===== src/rtl/instr_fetch.sv =====
// Instruction fetch: one outstanding imem request at a time, with a 2-entry in-order {pc, instr} FIFO toward decode.
// A redirect flushes the FIFO and marks any in-flight response stale.
module instr_fetch #(
    parameter int unsigned     XLEN     = 32,
    parameter logic [XLEN-1:0] RESET_PC = XLEN'(32'h0000_0000)
) (
    input  logic            clk,
    input  logic            rstN,
    output logic            imemReq,
    output logic [XLEN-1:0] imemAddr,
    input  logic            imemReady,
    input  logic            imemRspValid,
    input  logic [XLEN-1:0] imemRspData,
    output logic            instrValid,
    output logic [XLEN-1:0] instr,
    output logic [XLEN-1:0] instrPc,
    input  logic            instrReady,
    input  logic            redirectValid,
    input  logic [XLEN-1:0] redirectPc
);
    localparam int unsigned DEPTH = 2;
    localparam int unsigned CNT_W = 2;

    typedef enum logic [1:0] {IDLE, REQ, WAIT, DROP} state_t;

    state_t           state;
    state_t           state_nxt;
    logic [XLEN-1:0]  fetch_pc;
    logic [XLEN-1:0]  issue_pc;
    logic [XLEN-1:0]  fifo_pc   [DEPTH];
    logic [XLEN-1:0]  fifo_data [DEPTH];
    logic             rd_ptr;
    logic             wr_ptr;
    logic [CNT_W-1:0] count;

    logic             in_flight;
    logic             accept;
    logic             push;
    logic             pop;

    // State register
    always_ff @(posedge clk or negedge rstN) begin
        if (!rstN) begin
            state <= IDLE;
        end else begin
            state <= state_nxt;
        end
    end

    // Next-state logic; a redirect overrides the normal transition.
    // A response landing in the redirect cycle retires the in-flight request, so no DROP is needed then.
    always_comb begin
        state_nxt = state;
        case (state)
            IDLE:       state_nxt = REQ;
            REQ:        if (accept) state_nxt = WAIT;
            WAIT, DROP: if (imemRspValid) state_nxt = REQ;
            default:    state_nxt = IDLE;
        endcase
        if (redirectValid) begin
            if ((in_flight && !imemRspValid) || accept) begin
                state_nxt = DROP;
            end else begin
                state_nxt = REQ;
            end
        end
    end

    // Output and handshake decode
    always_comb begin
        in_flight  = (state == WAIT) || (state == DROP);
        imemReq    = (state == REQ) && ((count + CNT_W'(in_flight)) < CNT_W'(DEPTH));
        accept     = imemReq && imemReady;
        push       = (state == WAIT) && imemRspValid && !redirectValid;
        instrValid = (count != '0);
        pop        = instrValid && instrReady && !redirectValid;
        imemAddr   = fetch_pc;
        instr      = fifo_data[rd_ptr];
        instrPc    = fifo_pc[rd_ptr];
    end

    // Fetch PC and FIFO storage
    always_ff @(posedge clk or negedge rstN) begin
        if (!rstN) begin
            fetch_pc <= RESET_PC;
            issue_pc <= RESET_PC;
            rd_ptr   <= 1'b0;
            wr_ptr   <= 1'b0;
            count    <= '0;
            for (int i = 0; i < DEPTH; i++) begin
                fifo_pc[i]   <= '0;
                fifo_data[i] <= '0;
            end
        end else if (redirectValid) begin
            fetch_pc <= redirectPc & ~XLEN'(3);
            rd_ptr   <= 1'b0;
            wr_ptr   <= 1'b0;
            count    <= '0;
        end else begin
            if (accept) begin
                issue_pc <= fetch_pc;
                fetch_pc <= fetch_pc + XLEN'(4);
            end
            if (push) begin
                fifo_pc[wr_ptr]   <= issue_pc;
                fifo_data[wr_ptr] <= imemRspData;
                wr_ptr            <= ~wr_ptr;
            end
            if (pop) begin
                rd_ptr <= ~rd_ptr;
            end
            case ({push, pop})
                2'b10:   count <= count + CNT_W'(1);
                2'b01:   count <= count - CNT_W'(1);
                default: count <= count;
            endcase
        end
    end

endmodule


===== config.mk =====
export PLATFORM = sky130hd
export DESIGN_NAME = instr_fetch
export DESIGN_NICKNAME = d
export VERILOG_FILES = /design/src/rtl/instr_fetch.sv
export SDC_FILE = /design/constraint.sdc
export NUM_CORES = 1
export LEC_CHECK = 0
export BUFFER_PORTS_ARGS = -buffer_cell sky130_fd_sc_hd__buf_4
export CAP_MARGIN = 20
export CORE_MARGIN = 10
export CORE_UTILIZATION = 47
export DETAILED_ROUTE_END_ITERATION = 16
export HOLD_SLACK_MARGIN = 0.15
export PLACE_DENSITY = 0.77
export SETUP_SLACK_MARGIN = 0.3
export SYNTH_ARGS = -nofsm -noshare
export SYNTH_HDL_FRONTEND = slang
export SYNTH_SLANG_ARGS = --single-unit

===== constraint.sdc =====
create_clock -name clk -period 1.9 [get_ports clk]
set_clock_uncertainty 0.1 [all_clocks]
set_input_delay 0.475 -clock clk [delete_from_list [all_inputs] [get_ports clk]]
set_output_delay 0.475 -clock clk [all_outputs]
set_load 0.005 [all_outputs]

After elaboration in Yosys (flattened, before gate mapping):

Index checks and enable logic that the tools add are counted.

* reductions and logical operators: 22
* bitwise gates (word level): 5
* multiplexer cells: 23
* add/sub/neg operators: 4
* equal/unequal tests: 7
* order comparisons: 4

Operators with widths (number)
* $mux 32: 9
* $bwmux 64: 2
* $add 32x3->32 const B: 1
* $demux 32 s1: 1
* $mux 2: 5
* $logic_and 1x1->1: 8
* $reduce_bool 2->1: 4
* $eq 2x2->1 const B: 3
* $ne 3x3->1 const B: 2
* $pmux 2 s3: 1
* $reduce_and 2->1: 3
* $eq 2x1->1 const B: 2
* $ge 2x2->1 const B: 2
* $mux 1: 4
* $not 1->2: 2
* $pmux 2 s2: 1
* $not 1->1: 3
* $reduce_bool 3->1: 1
* $add 2x1->2: 1
* $add 2x1->2 const B: 1
* $logic_not 1->1: 2
* $logic_not 2->1: 1
* $logic_or 1x1->1: 2
* $lt 2x1->1 const B: 1
* other kinds (3): 3

* register bits after elaboration: 198
* input bits: 70
* output and inout port bits: 98
* word-level logic and storage cells: 75

Depth between registers and ports, before layout:

Gate-level depths: netlist of run 1.

* depth in word-level cells: 9
* depth in mapped cells: 6

Worst setup path before layout of run 1:

OpenSTA, ideal clock, no wires.

* path type: input port to flip-flop
* start point: in redirectValid
* end point: reg fifo_data[32] (netlist bit)
* arrival: 1722 ps
* path slack: -47 ps
* stages: 4
* cells stage by stage: clkbuf_1 nor3_2 buf_6 mux2_2

* longest elaborated chain between the ends: 3
* elaborated cells on any way between the ends: 4
* classes of those cells: bitwise: 1; reduce/logical: 3

RTL lines
* from (decl): RTL line 18 `input logic redirectValid,`
* $logic_not 1->1: RTL line 74 `push = (state == WAIT) && imemRspValid && !redirectValid;`
* $logic_and 1x1->1: RTL line 74
* $reduce_and 2->1 (no source line) (*)
* to (signal, indexed assignment): RTL line 106 `fifo_data[wr_ptr] <= imemRspData;`
* to (decl): RTL line 31 `logic [XLEN-1:0] fifo_data [DEPTH];`

Mark *: on every way between the ends. The rest lies on a longest branch, timed or not.
A chain may end at the register's enable or synchronous reset.

Worst setup path after layout of run 1:

* start point: reg rd_ptr
* end point: out instrPc[22]

* longest elaborated chain between the ends: 4

RTL lines
* from (decl): RTL line 32 `logic rd_ptr;`
* from (signal assigned): RTL line 110 `rd_ptr <= ~rd_ptr;`
* $not 1->2 (not written as such): RTL line 79 `instrPc = fifo_pc[rd_ptr];`
* $mux 32 (not written as such) (3 in a row): RTL line 79
* to (decl): RTL line 16 `output logic [XLEN-1:0] instrPc,`

No other way between the ends. The select of a mux whose other input is x is not followed.

==> results of run 1 <==
sequential cells by signal (all words and copies together) (netlist names):
signal / cells
fifo_data: 64
fifo_pc: 60
imemAddr: 30
issue_pc: 30
count: 2
state: 2
rd_ptr: 1
wr_ptr: 1
tightest hold or removal path, stage by stage:
cell,delay (ns)
buf_4,0.08
nand2_1,0.05
o21ai_1,0.06
cell families (layout without fill, tap and decap cells):
logic type	Yosys count	count (layout)	synth area share [%]
fa+ha+maj	1	1	0.145
xor+xnor	13	13	1.32
other cells	1	4	0.0434
simple gates	121	124	8.28
compound gates	51	51	3.65
flops	190	190	55.1
mux	217	217	28.3
buf+inv	45	383	3.17
metal layers:
metal | up-vias | part of all wire [%]
met1 | 3596 | 41
li1 | 3003 | -
met4 | 0 | 3.4
met5 | - | 0
met3 | 83 | 6.1
met2 | 366 | 50
what timing repair did:
action | in CTS | in global routing
pin swaps | 20 | 37
gates resized for setup | 226 | 121
setup buffers | 59 | 37
endpoints found under the setup margin | 268 | 279
endpoints found under the hold margin | 38 | 0
cloned | 11 | 6
hold buffers | 6 | 0
layout by cell type, fill, tap and decap left out, types with 6 or more instances in the layout:
| master | count |
|---|---|
| nand4_1 | 9 |
| buf_8 | 9 |
| dlygate4sd3_1 | 6 |
| mux2_4 | 131 |
| nand2_1 | 26 |
| nand3_1 | 10 |
| o31ai_1 | 7 |
| o21ai_1 | 14 |
| buf_16 | 10 |
| buf_12 | 27 |
| dfrtp_2 | 6 |
| mux2_2 | 85 |
| buf_4 | 174 |
| xor2_1 | 6 |
| nor2_1 | 22 |
| or4_1 | 8 |
| dfrtp_1 | 184 |
| a31oi_1 | 14 |
| clkbuf_16 | 21 |
| buf_6 | 115 |
through the flow:
stage / hold WS (ns) / util [%] / cell area (um2)
finish: 0.168 / 76.9 / 13900
global route: 0.163 / 76.9 / 13900
CTS: 0.155 / 72.0 / 13000
detailed placement: 0.317 / 58.9 / 10600
global placement: 0.315 / 58.9 / 10600
floorplan: 0.0794 / - / 8780
power groups by stage:
| stage | logic, uW | clock network (uW) | registers, uW |
|---|---|---|---|
| after floorplan | 1590 | 0 | 5370 |
| after global placement | 3150 | 0 | 5450 |
| after detailed placement | 3220 | 0 | 5510 |
| after CTS | 4050 | 3910 | 5480 |
| after global routing | 4830 | 4110 | 5680 |
| final | 4570 | 3920 | 5560 |
layout make-up:
class	instances	area [um2]
Clock buffer	17	425
Inverter	5	18.8
Clock inverter	15	211
Sequential cell	190	4760
Timing Repair Buffer	346	3730
Multi-Input combinational cell	410	4440
Fill cell	974	4160
Tap cell	229	287
synth_stat cells, drive strengths merged:
library cell    n
nand2          28
or2             1
xor2            8
inv             5
or4            13
nor2b           2
nand4bb         1
dfrtp         190
dlygate4sd1     1
o311ai          2
nand4          12
nor2           24
clkbuf         11
nand2b          1
mux2          216
o21ai          19
a31oi          16
and2            4
o31ai          12
and3            5
conb            1
nand3b          1
and4            9
nor4            1
xnor2           5
mux2i           1
ha              1
and4bb          1
o211ai          1
nand3          14
a21oi           1
buf            28
nor3b           1
nor3            1
or3             2
final timing paths:
kind	startpoint	slack, ns	to	cells after the start
worst max-delay path	rd_ptr	-0.38	instrPc[22]	5
min in group asynchronous	rstN	0.41	fifo_data[3]	2
max in group asynchronous	rstN	0.59	imemAddr[30]	3
worst min register to register	fifo_data[1]	0.40	fifo_data[1]	1
worst min-delay path	redirectPc[9]	0.17	imemAddr[9]	3
worst max register to register	state[1]	-0.18	fifo_pc[31]	9
==> flow_metrics.env, run 1 <==
export IMPL_port_buffers=161
export IMPL_n_antenna_cell=0
export IMPL_antenna_left=0
export IMPL_die_y_um=156
export IMPL_grt_max_degree=59
export IMPL_synthCells=639
export IMPL_critPathMaxFanout=6
export IMPL_vias_per_cell=5.82
export IMPL_ys_warnings_count=0
export IMPL_synth_area_leader_cell="dfrtp_1"
export IMPL_drv_cap=0
export IMPL_clk_pin_slew_worst_paths_ns=0.08
export IMPL_p_clk_share_pct=27.9
export IMPL_pwr_share_seq_pct=39.6
export IMPL_synth_top_cell_area_share_pct=55.1
export IMPL_clock_latency_ns=0.44
export IMPL_rows=49
export IMPL_p_comb_share_pct=32.5
export IMPL_cpMaxStageDelayCell="dfrtp_2"
export IMPL_grt_busiest_layer="met2"
export IMPL_report_power_total_uw=14100
export IMPL_critical_path_max_stage_delay_ns=0.43
export IMPL_arrival_ns=1.70
export IMPL_placed_cells=1061
export IMPL_coreArea_mm2=0.0180
export IMPL_synth_avg_cell_area_um2=13.5
export IMPL_p_leak_uw=0.00667
export IMPL_tritoncts="built"
export IMPL_ir_drop_mv=0.733
export IMPL_rsz0062_at_grt="yes"
export IMPL_place_gp_congestion=0.817
export IMPL_netlist_cell_type_count=44
export IMPL_fin_crit_sh_pct=120
export IMPL_powerDensity_mw_per_mm2=1010
export IMPL_status="finished, violations left"
export IMPL_htreeDepth=4
export IMPL_synth_area_leaders="dfrtp_1 55%, mux2_2 28%, nand2_1 1.2%"
export IMPL_p_sw_uw=3850
export IMPL_clk_path_buf_depth=2
export IMPL_crit_required_ns=1.32
export IMPL_drc=0
export IMPL_met1_usage_pct=27.3
export IMPL_drive_gt1_share_pct=65.7
export IMPL_crit_path_start_kind="register"
export IMPL_maxSlewHeadroom_pct=66.3
export IMPL_synth_seq_area_share_pct=55.1
export IMPL_period_minus_slack_ns=2.28
export IMPL_nNetsFinal=1041
export IMPL_cts_sinks=190
export IMPL_power_internal_uw=10200
export IMPL_grt_pass1_vias=7375
export IMPL_initial_core_util_pct=47.9
export IMPL_grt_overflow=0
export IMPL_hold_class="input port to register"
export IMPL_grt_pass1_wl_mm=41.4
export IMPL_cp_common_cell="buf_6"
export IMPL_drtIter0Drc=518
export IMPL_stdcell_count=1212
export IMPL_dieArea_mm2=0.0242
export IMPL_worst_slack_ns=-0.379
export IMPL_antenna_found_initial=0
export IMPL_cts_root_buf="clkbuf_16"
export IMPL_ys_ff_latch=190
export IMPL_worst_slew_pin_slew_ns=0.506
export IMPL_slew_violations=0
export IMPL_hpwlAfterDp_mm=15.3
export IMPL_synth_area_mm2=0.00863
export IMPL_crit_chain="buf_12, buf_6, buf_6, mux2_4, buf_6"
export IMPL_grt_usage_pct=21.4
export IMPL_setup_tns_ns=-32.24
export IMPL_wl_mm=29.8
export IMPL_hold_viol=0
export IMPL_crit_family="buffers and inverters"
export IMPL_die_x_um=156
export IMPL_area_delta_synth_final_pct=60.7
export IMPL_swShare_pct=27.4
export IMPL_first_pass_iters=5
export IMPL_grtUsageMet3_pct=4.94
export IMPL_wl_per_cell_um=24.6
export IMPL_num_vias=7048
export IMPL_endpoint_kind="primary output"
export IMPL_setup_viol_count_final=207
export IMPL_violations="negative setup slack"
export IMPL_path_buf_inv=4
export IMPL_critPathKind="register to primary output"
export IMPL_numCtsBuffers=17
export IMPL_pin_count=168
export IMPL_met2_usage_pct=35.1
export IMPL_place_ws_ns=-0.0772
export IMPL_fmax_mhz=439
Power figures use the tool's default switching activity.
==> run 2: changes to the inputs <==
- CORE_ASPECT_RATIO: unset -> 1.2
- CTS_BUF_LIST: unset -> sky130_fd_sc_hd__clkbuf_16
==> run 2 against run 1 <==
The run still ends with negative setup slack left. First-iteration DRC count rose by 22%. Routed wire length rose by 2.7%. Die area barely moved. Register-to-register slack got worse by 0.07 ns. Highest routed layer unchanged. Sequential cell count stayed put.
==> flow_metrics.env, run 2 (synthesis results as in run 1) <==
export IMPL_status="finished, violations left"
export IMPL_violations="negative setup slack"
export IMPL_grt_overflow=0
export IMPL_p_leak_uw=0.00657
export IMPL_power_internal_uw=10100
export IMPL_arrival_ns=1.67
export IMPL_first_pass_iters=5
export IMPL_timing_hold_ws_ns=0.165
export IMPL_drv_cap=0
export IMPL_finalCoreUtilization_pct=75.7
export IMPL_htreeDepth=4
export IMPL_grt_pass1_wl_mm=40.3
export IMPL_endpoint_kind="primary output"
export IMPL_p_clk_share_pct=26.7
export IMPL_worst_slew_pin_slew_ns=0.524
export IMPL_num_vias=7126
export IMPL_hold_class="input port to register"
export IMPL_powerDensity_mw_per_mm2=1020
export IMPL_drc=0
export IMPL_n_antenna_cell=0
export IMPL_crit_chain="buf_12, buf_16, mux2_2, buf_4"
export IMPL_vias_per_cell=6.00
export IMPL_hpwlAfterDp_mm=14.8
export IMPL_cts_sinks=190
export IMPL_tritoncts="built"
export IMPL_critPathMaxFanout=23
export IMPL_pwr_share_seq_pct=39.9
export IMPL_ir_drop_mv=0.730
export IMPL_fmax_mhz=445
export IMPL_die_x_um=144
export IMPL_area_delta_synth_final_pct=58.8
export IMPL_wl_mm=30.6
export IMPL_reg2regPathDepth=6
export IMPL_regMostFlops="fifo_data"
export IMPL_die_y_um=168
export IMPL_antenna_left=0
export IMPL_period_minus_slack_ns=2.25
export IMPL_pin_count=168
export IMPL_largest_reg_flops=64
export IMPL_cts_root_buf="clkbuf_16"
export IMPL_clock_latency_ns=0.43
export IMPL_swShare_pct=27.6
export IMPL_crit_path_start_kind="register"
export IMPL_critical_path_max_stage_delay_ns=0.39
export IMPL_place_gp_congestion=0.823
export IMPL_antenna_found_initial=0
export IMPL_clk_path_buf_depth=2
export IMPL_drtIter0Drc=631
export IMPL_initial_core_util_pct=47.7
export IMPL_hold_viol=0
export IMPL_grt_max_degree=67
export IMPL_crit_required_ns=1.32
export IMPL_numCtsBuffers=17
export IMPL_fin_crit_sh_pct=118
export IMPL_maxSlewHeadroom_pct=65.1
export IMPL_most_common_layout_cells="185 x dfrtp_1, 153 x buf_4, 132 x mux2_4"
export IMPL_p_comb_share_pct=33.5
export IMPL_crit_family="buffers and inverters"
export IMPL_path_buf_inv=3
export IMPL_cpMaxStageDelayCell="dfrtp_2"
export IMPL_rsz0062_at_grt="yes"
export IMPL_largest_registers="fifo_data (64), fifo_pc (60)"
export IMPL_hp_start="redirectPc[10]"
export IMPL_min_to="imemAddr[10]"
export IMPL_clk_pin_slew_worst_paths_ns=0.07
export IMPL_nNetsFinal=1021
export IMPL_drive_gt1_share_pct=65.0
export IMPL_rows=54
export IMPL_slew_violations=0
export IMPL_wl_per_cell_um=25.8
export IMPL_p_sw_uw=3860
export IMPL_critPathKind="register to primary output"
export IMPL_grt_pass1_vias=7075
export IMPL_port_buffers=161
export IMPL_min_path_cells=3
export IMPL_worst_slack_ns=-0.346
export IMPL_r2r_end="imemAddr[26]"
export IMPL_coreArea_mm2=0.0181
export IMPL_grt_usage_pct=21.3
export IMPL_dieArea_mm2=0.0242
export IMPL_regToRegSetupSlack_ns=-0.25
export IMPL_r2r_start="count[1]"
export IMPL_setup_viol_count_final=196
export IMPL_final_common_cell="dfrtp_1"
-- run 2: worst max-delay path by stage --
stage	startpoint	to	slack, ns	cells after the start
finish	rd_ptr	instrPc[20]	-0.35	4
global route	rd_ptr	instrPc[18]	-0.38	4
CTS	rd_ptr	instrPc[20]	-0.34	3
detailed placement	imemReady	imemAddr[26]	-0.03	5
global placement	imemReady	imemAddr[31]	0.001	5
floorplan	state[0]	fifo_data[32]	0.10	4
-- run 2: area by class of cell --
class                   instances  area [um2]
flip-flops and latches        190        4760
clock inverters                15         186
well taps                     224         280
repair buffers                327        3640
clock buffers                  17         425
fillers                      1040        4400
multi-input cells             409        4400
inverters                       5        18.8
-- run 2: worst register-to-register path, stage by stage, from the launching register on --
cell and delay (ns):
dfrtp_1 0.41, buf_6 0.13, and4bb_4 0.46, nand4_4 0.21
buf_4 0.21, o31ai_1 0.32, a31oi_1 0.16
-- run 2: what timing repair did --
item,in CTS,in global routing
endpoints found under the hold margin,193,0
hold buffers,4,0
buffers inserted,44,39
pin swaps,15,30
resized for setup,199,150
setup endpoints to repair,267,278
cloned,19,3
-- run 2: per-stage QoR --
step | instance area, um2 | std cells | power [uW] | worst slack, ns | TNS, ns
2_1_floorplan | 8780 | 642 | 6960 | 0.104 | 0
3_3_place_gp | 10500 | 1046 | 8590 | 0.00150 | 0
3_5_place_dp | 10500 | 1046 | 8690 | -0.0326 | -0.0920
4_1_cts | 12800 | 1145 | 13300 | -0.342 | -20.01
5_1_grt | 13700 | 1187 | 14600 | -0.380 | -35.87
6_report | 13700 | 1187 | 14000 | -0.346 | -28.57
-- run 2: routing by layer --
metal / up-vias / track usage [%] / routed length [um]
li1: 2963 / - / -
met1: 3662 / 25.6 / 11500
met2: 390 / 36.3 / 15600
met3: 111 / 5.32 / 2240
met4: 0 / 7.47 / 1190
met5: - / 0 / 0
-- run 2: power groups by stage --
stage	registers [uW]	logic, uW	clock network, uW
3_5_place_dp	5500	3200	0
4_1_cts	5470	4120	3730
3_3_place_gp	5450	3140	0
5_1_grt	5670	4920	3970
2_1_floorplan	5370	1590	0
6_report	5570	4680	3730
==> run 3: changes to the inputs <==
--- a/config.mk
+++ b/config.mk
@@ -16,4 +16,5 @@
 export PLACE_DENSITY = 0.77
 export SETUP_SLACK_MARGIN = 0.3
+export SKIP_CTS_REPAIR_TIMING = 1
 export SYNTH_ARGS = -nofsm -noshare
 export SYNTH_HDL_FRONTEND = slang
==> constraint.sdc (replaced) <==
create_clock -name clk -period 1.9 [get_ports clk]
set_clock_uncertainty 0.1 [all_clocks]
set_input_delay 0.475 -clock clk [delete_from_list [all_inputs] [get_ports clk]]
set_output_delay 0.475 -clock clk [all_outputs]
set_load 0.05 [all_outputs]
==> run 3 against run 2 <==
The run still ends with negative setup slack left. Non-clock buffer count fell by 28. Global-route usage shrank 3.6 points. Register-to-register slack gained 0.14 ns. Combinational power up 51%. Sequential power up 1%. First-iteration DRC count down 5.1%. Sequential share of layout area increased by 1.1 points. Sequential cell count is the same. Critical endpoint is now instrPc[14].
==> flow_metrics.env, run 3 (synthesis results as in run 1) <==
export IMPL_vias_per_cell=5.84
export IMPL_numCtsBuffers=17
export IMPL_nFillCells=1042
export IMPL_fmax_mhz=445
export IMPL_regMostFlops="fifo_data"
export IMPL_crit_path_start_kind="register"
export IMPL_endpoint="instrPc[14]"
export IMPL_reg2regPathDepth=5
export IMPL_htreeDepth=4
export IMPL_pwr_share_seq_pct=34.9
export IMPL_clk_pin_slew_worst_paths_ns=0.07
export IMPL_slew_violations=0
export IMPL_antenna_found_initial=0
export IMPL_critPathMaxFanout=24
export IMPL_place_area_mm2=0.0110
export IMPL_wl_mm=27.9
export IMPL_coreArea_mm2=0.0181
export IMPL_setup_viol_count_final=191
export IMPL_most_common_layout_cells="158 x dfrtp_1, 154 x mux2_4, 144 x buf_4"
export IMPL_path_buf_inv=2
export IMPL_stdcell_count=1159
export IMPL_num_vias=6766
export IMPL_critPathKind="register to primary output"
export IMPL_largest_registers="fifo_data (64), fifo_pc (60)"
export IMPL_initial_core_util_pct=47.7
export IMPL_r2r_end="fifo_pc[42]"
export IMPL_tritoncts="built"
export IMPL_drc=0
export IMPL_drv_cap=0
export IMPL_regToRegSetupSlack_ns=-0.11
export IMPL_worst_slack_ns=-0.346
export IMPL_powerDensity_mw_per_mm2=1210
export IMPL_antenna_left=0
export IMPL_drtIter0Drc=599
export IMPL_timing_hold_ws_ns=0.165
export IMPL_nNetsFinal=993
export IMPL_cp_depth=3
export IMPL_pin_count=168
export IMPL_crit_family="flip-flops"
export IMPL_grt_pass1_wl_mm=34.2
export IMPL_crit_required_ns=1.32
export IMPL_p_leak_uw=0.00634
export IMPL_final_common_cell="dfrtp_1"
export IMPL_violations="negative setup slack"
export IMPL_period_minus_slack_ns=2.25
export IMPL_die_x_um=144
export IMPL_port_buffers=161
export IMPL_cp_startpoint="rd_ptr"
export IMPL_dieArea_mm2=0.0242
export IMPL_wl_per_cell_um=24.1
export IMPL_cpMaxStageDelayCell="dfrtp_4"
export IMPL_endpoint_kind="primary output"
export IMPL_n_antenna_cell=0
export IMPL_arrival_ns=1.67
export IMPL_grt_max_degree=53
export IMPL_cts_root_buf="clkbuf_16"
export IMPL_drive_gt1_share_pct=66.0
export IMPL_status="finished, violations left"
export IMPL_first_pass_iters=5
export IMPL_grt_usage_pct=17.7
export IMPL_hpwlAfterDp_mm=15.8
export IMPL_grt_overflow=0
export IMPL_p_clk_share_pct=21.4
export IMPL_place_gp_congestion=0.860
export IMPL_clock_latency_ns=0.44
export IMPL_swShare_pct=36.9
export IMPL_power_internal_uw=10200
export IMPL_r2r_start="state[0]"
export IMPL_design_area_mm2=0.0134
export IMPL_p_sw_uw=5950
export IMPL_largest_reg_flops=64
export IMPL_cts_sinks=190
export IMPL_die_y_um=168
export IMPL_rows=54
export IMPL_crit_chain="buf_12, mux2_4, buf_4"
export IMPL_critical_path_max_stage_delay_ns=0.53
export IMPL_grt_pass1_vias=6527
export IMPL_hold_viol=0
export IMPL_hold_class="input port to register"
export IMPL_p_comb_share_pct=43.7
export IMPL_fin_crit_sh_pct=118
export IMPL_area_delta_synth_final_pct=55.0
export IMPL_rsz0062_at_grt="yes"
export IMPL_clk_path_buf_depth=2
export IMPL_placed_cells=1039
export IMPL_ir_drop_mv=0.691
==> run 3: cell types whose count changed in the layout (fill, tap and decap cells not counted), sizes merged <==
cell and delta:
clkinv -1, inv +4, clkbuf +11, buf -37, clkinvlp -1, bufinv -2
dlygate4sd3 -2
==> run 3: worst register-to-register path, cell delays in order (launching register included) <==
cell and delay, ns:
dfrtp_2 0.43, nand3b_1 0.28, nor3_4 0.36, buf_12 0.22
clkbuf_16 0.19, mux2_4 0.31
==> run 3: worst min-delay path by stage <==
| stage | start | end | cells after the start |
|---|---|---|---|
| after floorplan | rstN | count[0] | 0 |
| after global placement | rstN | fifo_data[57] | 1 |
| after detailed placement | rstN | fifo_data[56] | 1 |
| after CTS | rstN | fifo_data[56] | 1 |
| after global routing | imemRspData[11] | fifo_data[43] | 2 |
| final | redirectPc[3] | imemAddr[3] | 3 |
==> run 3: metrics by stage <==
step | TNS (ns) | total power, uW | worst slack (ns) | utilization [%]
after floorplan | 0 | 9840 | 0.0466 | -
after global placement | -0.0580 | 11400 | -0.0327 | 60.6
after detailed placement | -0.392 | 11600 | -0.0812 | 60.6
after CTS | -21.96 | 15000 | -0.389 | 63.7
after global routing | -32.20 | 16700 | -0.385 | 73.9
final | -26.16 | 16100 | -0.346 | 73.9
==> run 3: final cells by class <==
type                       count  area [um2]  area share, %
clock inverter                15         138           1.03
multi-input combinational    409        4460           33.3
clock buffer                  17         425           3.18
timing repair buffer         299        3260           24.4
sequential                   190        4800           35.9
inverter                       5        18.8          0.140
tap                          224         280           2.10
==> run 3: layer usage <==
layer / up-vias / global-route usage [%] / part of all wire, %
met2: 324 / 30.4 / 52
met4: 0 / 6.76 / 3.3
met3: 90 / 3.94 / 6.2
li1: 2900 / - / -
met1: 3452 / 21.2 / 39
met5: - / 0 / 0
==> run 3: power groups by stage <==
stage / combinational, uW / clock, uW / sequential, uW
finish: 7050 / 3460 / 5630
global route: 7300 / 3680 / 5740
CTS: 5990 / 3490 / 5550
detailed placement: 5970 / 0 / 5630
global placement: 5870 / 0 / 5520
floorplan: 4190 / 0 / 5650
